**src/rtl/mips_bus_arbiter.sv**
```systemverilog
// Two-master round-robin arbiter for the Avalon-style cpu_ram bus.
// Define MIPS_BUS_ARB_FIXED_PRIO_EN to make master 0 win every tie.
module mips_bus_arbiter #(
    parameter int unsigned TIMEOUT = 0
) (
    input  logic        clk,
    input  logic        reset,
    input  logic [31:0] m0_address,
    input  logic        m0_read,
    input  logic        m0_write,
    input  logic [3:0]  m0_byteenable,
    input  logic [31:0] m0_writedata,
    output logic        m0_waitrequest,
    output logic [31:0] m0_readdata,
    input  logic [31:0] m1_address,
    input  logic        m1_read,
    input  logic        m1_write,
    input  logic [3:0]  m1_byteenable,
    input  logic [31:0] m1_writedata,
    output logic        m1_waitrequest,
    output logic [31:0] m1_readdata,
    output logic [31:0] s_address,
    output logic        s_read,
    output logic        s_write,
    output logic [3:0]  s_byteenable,
    output logic [31:0] s_writedata,
    input  logic        s_waitrequest,
    input  logic [31:0] s_readdata,
    output logic [1:0]  grant,
    output logic        timeout_err
);
    localparam int unsigned CW = (TIMEOUT > 0) ? $clog2(TIMEOUT + 1) : 1;
    localparam logic [CW-1:0] CMAX = '1;

    typedef enum logic [1:0] {
        IDLE = 2'd0,
        OWN0 = 2'd1,
        OWN1 = 2'd2
    } state_t;

    state_t        state_q, state_d;
    logic          last_owner_q, last_owner_d;
    logic [CW-1:0] cnt_q, cnt_d;
    logic          timeout_err_q, timeout_err_d;

    logic req0, req1, own_id, own_req, tie_pick;

    assign req0    = m0_read | m0_write;
    assign req1    = m1_read | m1_write;
    assign own_id  = (state_q == OWN1);
    assign own_req = own_id ? req1 : req0;

`ifdef MIPS_BUS_ARB_FIXED_PRIO_EN
    assign tie_pick = 1'b0;
`else
    assign tie_pick = ~last_owner_q;
`endif

    always_comb begin
        state_d       = state_q;
        last_owner_d  = last_owner_q;
        cnt_d         = '0;
        timeout_err_d = 1'b0;
        unique case (state_q)
            IDLE: begin
                if (req0 && req1) begin
                    state_d = tie_pick ? OWN1 : OWN0;
                end else if (req0) begin
                    state_d = OWN0;
                end else if (req1) begin
                    state_d = OWN1;
                end
            end
            OWN0, OWN1: begin
                if (own_req && !s_waitrequest) begin
                    state_d      = IDLE;
                    last_owner_d = own_id;
                end else if (!own_req) begin
                    state_d = IDLE;
                end else if (TIMEOUT > 0) begin
                    // this stalled cycle is the TIMEOUT-th one of the grant
                    if (32'(cnt_q) + 32'd1 >= TIMEOUT) begin
                        state_d       = IDLE;
                        last_owner_d  = own_id;
                        timeout_err_d = 1'b1;
                    end else begin
                        cnt_d = (cnt_q == CMAX) ? cnt_q : cnt_q + CW'(1);
                    end
                end
            end
            default: state_d = IDLE;
        endcase
    end

    always_ff @(posedge clk or negedge reset) begin
        if (!reset) begin
            state_q       <= IDLE;
            last_owner_q  <= 1'b1;
            cnt_q         <= '0;
            timeout_err_q <= 1'b0;
        end else begin
            state_q       <= state_d;
            last_owner_q  <= last_owner_d;
            cnt_q         <= cnt_d;
            timeout_err_q <= timeout_err_d;
        end
    end

    always_comb begin
        s_address      = '0;
        s_read         = 1'b0;
        s_write        = 1'b0;
        s_byteenable   = '0;
        s_writedata    = '0;
        m0_waitrequest = 1'b1;
        m1_waitrequest = 1'b1;
        unique case (state_q)
            OWN0: begin
                s_address      = m0_address;
                s_read         = m0_read;
                s_write        = m0_write;
                s_byteenable   = m0_byteenable;
                s_writedata    = m0_writedata;
                m0_waitrequest = s_waitrequest;
            end
            OWN1: begin
                s_address      = m1_address;
                s_read         = m1_read;
                s_write        = m1_write;
                s_byteenable   = m1_byteenable;
                s_writedata    = m1_writedata;
                m1_waitrequest = s_waitrequest;
            end
            default: ;
        endcase
    end

    assign grant       = {state_q == OWN1, state_q == OWN0};
    assign timeout_err = timeout_err_q;
    assign m0_readdata = s_readdata;
    assign m1_readdata = s_readdata;

endmodule

```
**config.mk**
```make
export PLATFORM = sky130hd
export DESIGN_NAME = mips_bus_arbiter
export DESIGN_NICKNAME = d
export VERILOG_FILES = /design/src/rtl/mips_bus_arbiter.sv
export SDC_FILE = /design/constraint.sdc
export NUM_CORES = 1
export LEC_CHECK = 0
export ABC_AREA = 1
export ABC_CLOCK_PERIOD_IN_PS = 1500
export CAP_MARGIN = 25
export CORE_AREA = 2 2 122 124
export CTS_BUF_LIST = sky130_fd_sc_hd__clkbuf_8
export CTS_CLUSTER_SIZE = 30
export DETAILED_ROUTE_END_ITERATION = 10
export DIE_AREA = 0 0 124 126
export GPL_TIMING_DRIVEN = 0
export SETUP_SLACK_MARGIN = 0.05
export SLEW_MARGIN = 20
export SYNTH_ARGS = -nofsm -noshare
export SYNTH_HDL_FRONTEND = slang
export SYNTH_SLANG_ARGS = --single-unit
export TNS_END_PERCENT = 100
```
**constraint.sdc**
```tcl
create_clock -name clk -period 1.5 [get_ports clk]
set_input_delay 0.15 -clock clk [delete_from_list [all_inputs] [get_ports clk]]
set_output_delay 0.15 -clock clk [all_outputs]
set_load 0.01 [all_outputs]
```
Word level (Yosys, flattened, before mapping). Index checks and enable logic that the tools add are counted.

Flip-flop bits (word level): 3. Input bits: 175. Output and inout port bits: 139.

Equal/unequal tests: 4. Mux-type cells: 15. Bitwise gates (word level): 2. Reduce and logical (&&, ||, !) cells: 7.

Operators by type and width (count): one-hot mux 32 bit (2 select lines) (2); two-way mux 2 bit (6); one-hot mux 4 bit (2 select lines) (1); inequality test 4 bit, second input constant (1); one-hot mux 1 bit (2 select lines) (2); one-hot mux 2 bit (2 select lines) (1); AND reduction 2 bit (2); two-way mux 1 bit (3); inequality test 3 bit, second input constant (1); equality test 2 x 1 -> 1 bit, second input constant (1); equality test 2 bit, second input constant (1); logical AND 1 bit (2); zero test 2 bit (1); bitwise OR 1 bit (2); OR reduction 2 bit (1); zero test 1 bit (1).

Depth between registers and ports, before layout.
Word-level depth: 5. Gate-level depth with buffers: 8. Gate-level depth less buffers: 8.

Worst setup path after synthesis. No wires, ideal clock.

Path type: flip-flop to output port. Start point: register state_q[1]. End point: output s_address[11]. Arrival: 1.261 ns. Slack: 0.089 ns. Stages on the path, launching flop included: 7. Path through: dfrtp_1 > inv_1 > ha_1 > buf_6 > buf_12 > nand2_1 > a21oi_1.

Cells in the longest elaborated chain, start to end: 2. Elaborated cells on any way between the ends: 3.

RTL lines: start: declaration (line 41) `state_t state_q, state_d;`; start signal: assignment (line 102) `state_q <= state_d;`; equality test 2 x 1 -> 1 bit; named net grant[0] (line 29) `output logic [1:0] grant,`; one-hot mux 32 bit (2 select lines) (line 117) `unique case (state_q)`; end: declaration (line 22) `output logic [31:0] s_address,`.

The timed path passes the listed nets, and every way through them passes these cells.

Worst setup path in the final report.
Start point: register state_q[0]. End point: output s_writedata[20].

Cells in the longest elaborated chain, start to end: 2. Elaborated cells on any way between the ends: 3.

RTL lines: equality test 2 bit / equality test 2 x 1 -> 1 bit (equally long branches) (line 117); one-hot mux 32 bit (2 select lines) (*) (line 117); end: declaration (line 26) `output logic [31:0] s_writedata,`.

Every way passes the cells marked *; elsewhere a longest branch is shown, timed or not.

==> results.md <==
* Status: finished, violations left
* Violations in the final reports: setup timing
* Initial antenna violation count at 0
* Worst hold path class: input port to asynchronous set/reset pin
* IO Port Bufs at 280
* Antenna cells at 0
* Chip Height at 126 µm
* Peak VDD IR at 0.0006224 V
* TritonCTS clock tree: yes
* H-tree Lvls at 1
* Routed len/inst at 13.72 µm
* Grt total ovfl at 0
* Clock power frac at 2.7%
* Clock skew at 1.330 ps
* Synth Register Bits at 3
* Hold Slack at 127.7 ps
* Crit path launch: state_q[0]
* Die width at 124 µm
* Layout area overhead at 197.4%
* Worst-Skew Late Latency at 210 ps
* Biggest area consumer among synthesized cells: nand2_1
* Switching Share at 47.55%
* # Max-Cap Violations at 0
* Core ar. at 14310 µm²
* CTS buffer count at 3
* Final hold violations at 0
* FILL cells at 1496
* Final worst slack at -241.3 ps
* Internal power at 4.399 mW
* Synthesized area at 1903 µm²
* P per Cell Area at 1482 nW/µm²
* Worst-path clk slew at 30 ps
* Most frequent cells in the layout: clkdlybuf4s50_1, nand2_1, buf_4, buf_2, nand2_2
* RSZ-0062 raised after global routing: true
* Fin Setup TNS at -14260 ps
* DRC at 0
* Drt via density at 3.872
* First-pass GRT wire length at 15800 µm
* Total track usage at 12.69%
* Drt total wl at 11460 µm
* Commonest non-fill, non-tap cell in the layout: clkdlybuf4s50_1
* Leakage at 2.434 nW
* # setup viols final at 72
* Psw at 3.988 mW
* Arrival time at the worst endpoint at 1590 ps
* Syn Nets at 520
* I/O pin cnt at 314
* Share of layout cells above drive strength 1 at 47.77%
* Placed wire-length estimate at 8818 µm
* Final Wtd Congestion at 0.7714
* Max Fclk at 0.5743 GHz
* Synth Area per Inst at 5.581 µm²
* Root Buffer: clkbuf_8
* CP Launch Type: register
* Period utilization at 116.1%
* Pin count of the biggest net entering global routing at 11
* Crit Path Class: register to output port
* Final Max Tran Viols at 0
* DR iter-0 viols at 62
* Top post-synthesis cells by area: nand2_1, buf_4, a21oi_1
* Crit Path Max Fanout at 10
* Starting Density at 13.30%
* Site Rows at 44
* CTS Buffer Depth at 2
* Reg power frac at 2.0%
* Comb power frac at 95.4%
* Endpoint class of the critical path: output port
* Synth unique cells at 22
* Vias in the first global route at 3064
* DIE AREA at 15620 µm²
* Mapped Cells at 341
* Drt first pass iters at 4
* Layout Nets at 831
* Post-route ant nets at 0
* Synth top area share at 27.42%
* Total number of vias at 3233
* Crit path time final at 1741 ps
* RR Startpoint: state_q[0]
* Crit path required time at 1350 ps
* Sequential share of the synthesized area at 4.011%
* Synthesis Warnings at 0
* Clk sink count at 3
layer usage:
layer  vias up  share of wire (%)  global-route usage (%)
met1      1460                 38                   14.98
met5         -                  0                       0
met4         0               0.48                   1.520
li1       1634                  -                       -
met2       135                 54                   24.21
met3         4                8.0                   2.129
power groups by stage:
stage | combinational [mW] | clock (mW) | sequential, mW
floorplan | 2.89 | 0 | 0.150
global placement | 5.76 | 0 | 0.160
detailed placement | 5.75 | 0 | 0.162
CTS | 6.88 | 0.234 | 0.162
global route | 8.62 | 0.248 | 0.169
finish | 8.00 | 0.224 | 0.164
path summary, 6_finish.rpt:
kind,cells past startpoint,slack (ps),to
worst max-delay path,7,-240,s_writedata[20]
worst min-delay path,1,130,state_q[0]
worst max register to register,9,60,state_q[0]
worst min register to register,2,460,last_owner_q
max in group asynchronous,1,1150,last_owner_q
min in group clk,2,460,last_owner_q
final cells by class:
cell class	instances	area, µm²	share of cell area (%)
Clock buffer	3	41.29	0.7296
Buffer	89	870.8	15.39
Clock inverter	1	3.754	0.06633
Tap cell	184	230.2	4.068
Multi-Input combinational cell	241	1501	26.53
Timing Repair Buffer	306	2897	51.18
Inverter	8	37.54	0.6633
Sequential cell	3	77.57	1.371
stage by stage:
stage	setup WS (ps)	area, µm²	total power, mW	util [%]	std cells
final	-241.3	5659	8.387	39.54	835
after floorplan	89.46	1903	3.044	-	341
after CTS	-231.1	5192	7.281	36.28	827
after global placement	-654.0	4936	5.916	34.48	805
after global routing	-298.9	5659	9.032	39.54	835
after detailed placement	-673.4	4936	5.908	34.48	805
worst max-delay path: stages (launching register included):
cell and delay [ps]:
dfrtp_1 380, inv_2 70, buf_6 120, ha_4 280
inv_8 70, buf_8 150, a21oi_1 130, buf_2 160
flip-flops by register name (all words and copies together), names as in the netlist:
name / flops
state_q: 2
last_owner_q: 1
cells in the mapped netlist:
| cell | number |
|---|---|
| nand3b_2 | 1 |
| clkbuf_1 | 1 |
| buf_2 | 12 |
| and2_4 | 1 |
| ha_1 | 4 |
| buf_4 | 68 |
| a21oi_2 | 5 |
| conb_1 | 1 |
| buf_12 | 2 |
| dfstp_2 | 1 |
| o21ai_0 | 1 |
| inv_1 | 7 |
| nor2_1 | 3 |
| nand2_1 | 139 |
| nand3_1 | 4 |
| nand2_2 | 15 |
| dfrtp_1 | 2 |
| inv_2 | 1 |
| buf_6 | 5 |
| a21oi_1 | 66 |
| nor2_4 | 1 |
| buf_8 | 1 |
what timing repair did:
| action | in CTS | in global routing |
|---|---|---|
| cloned | 5 | 8 |
| hold buffers | 0 | 0 |
| pin swaps | 5 | 29 |
| buffers inserted | 13 | 0 |
| gates resized for setup | 391 | 77 |
| endpoints found under the setup margin | 74 | 75 |
cells by family (layout without fill, tap and decap cells):
family                     Yosys count  count (layout)  synth area share, %
DFF                                  3               3                4.011
other                                1               1               0.1970
adders and majority gates            4               4                2.630
and+or+nand+nor                    164             164                35.63
buffers and inverters               97             407                37.61
AOI/OAI and AO/OA                   72              72                19.92
No activity file was read; power rests on OpenSTA's default activity.
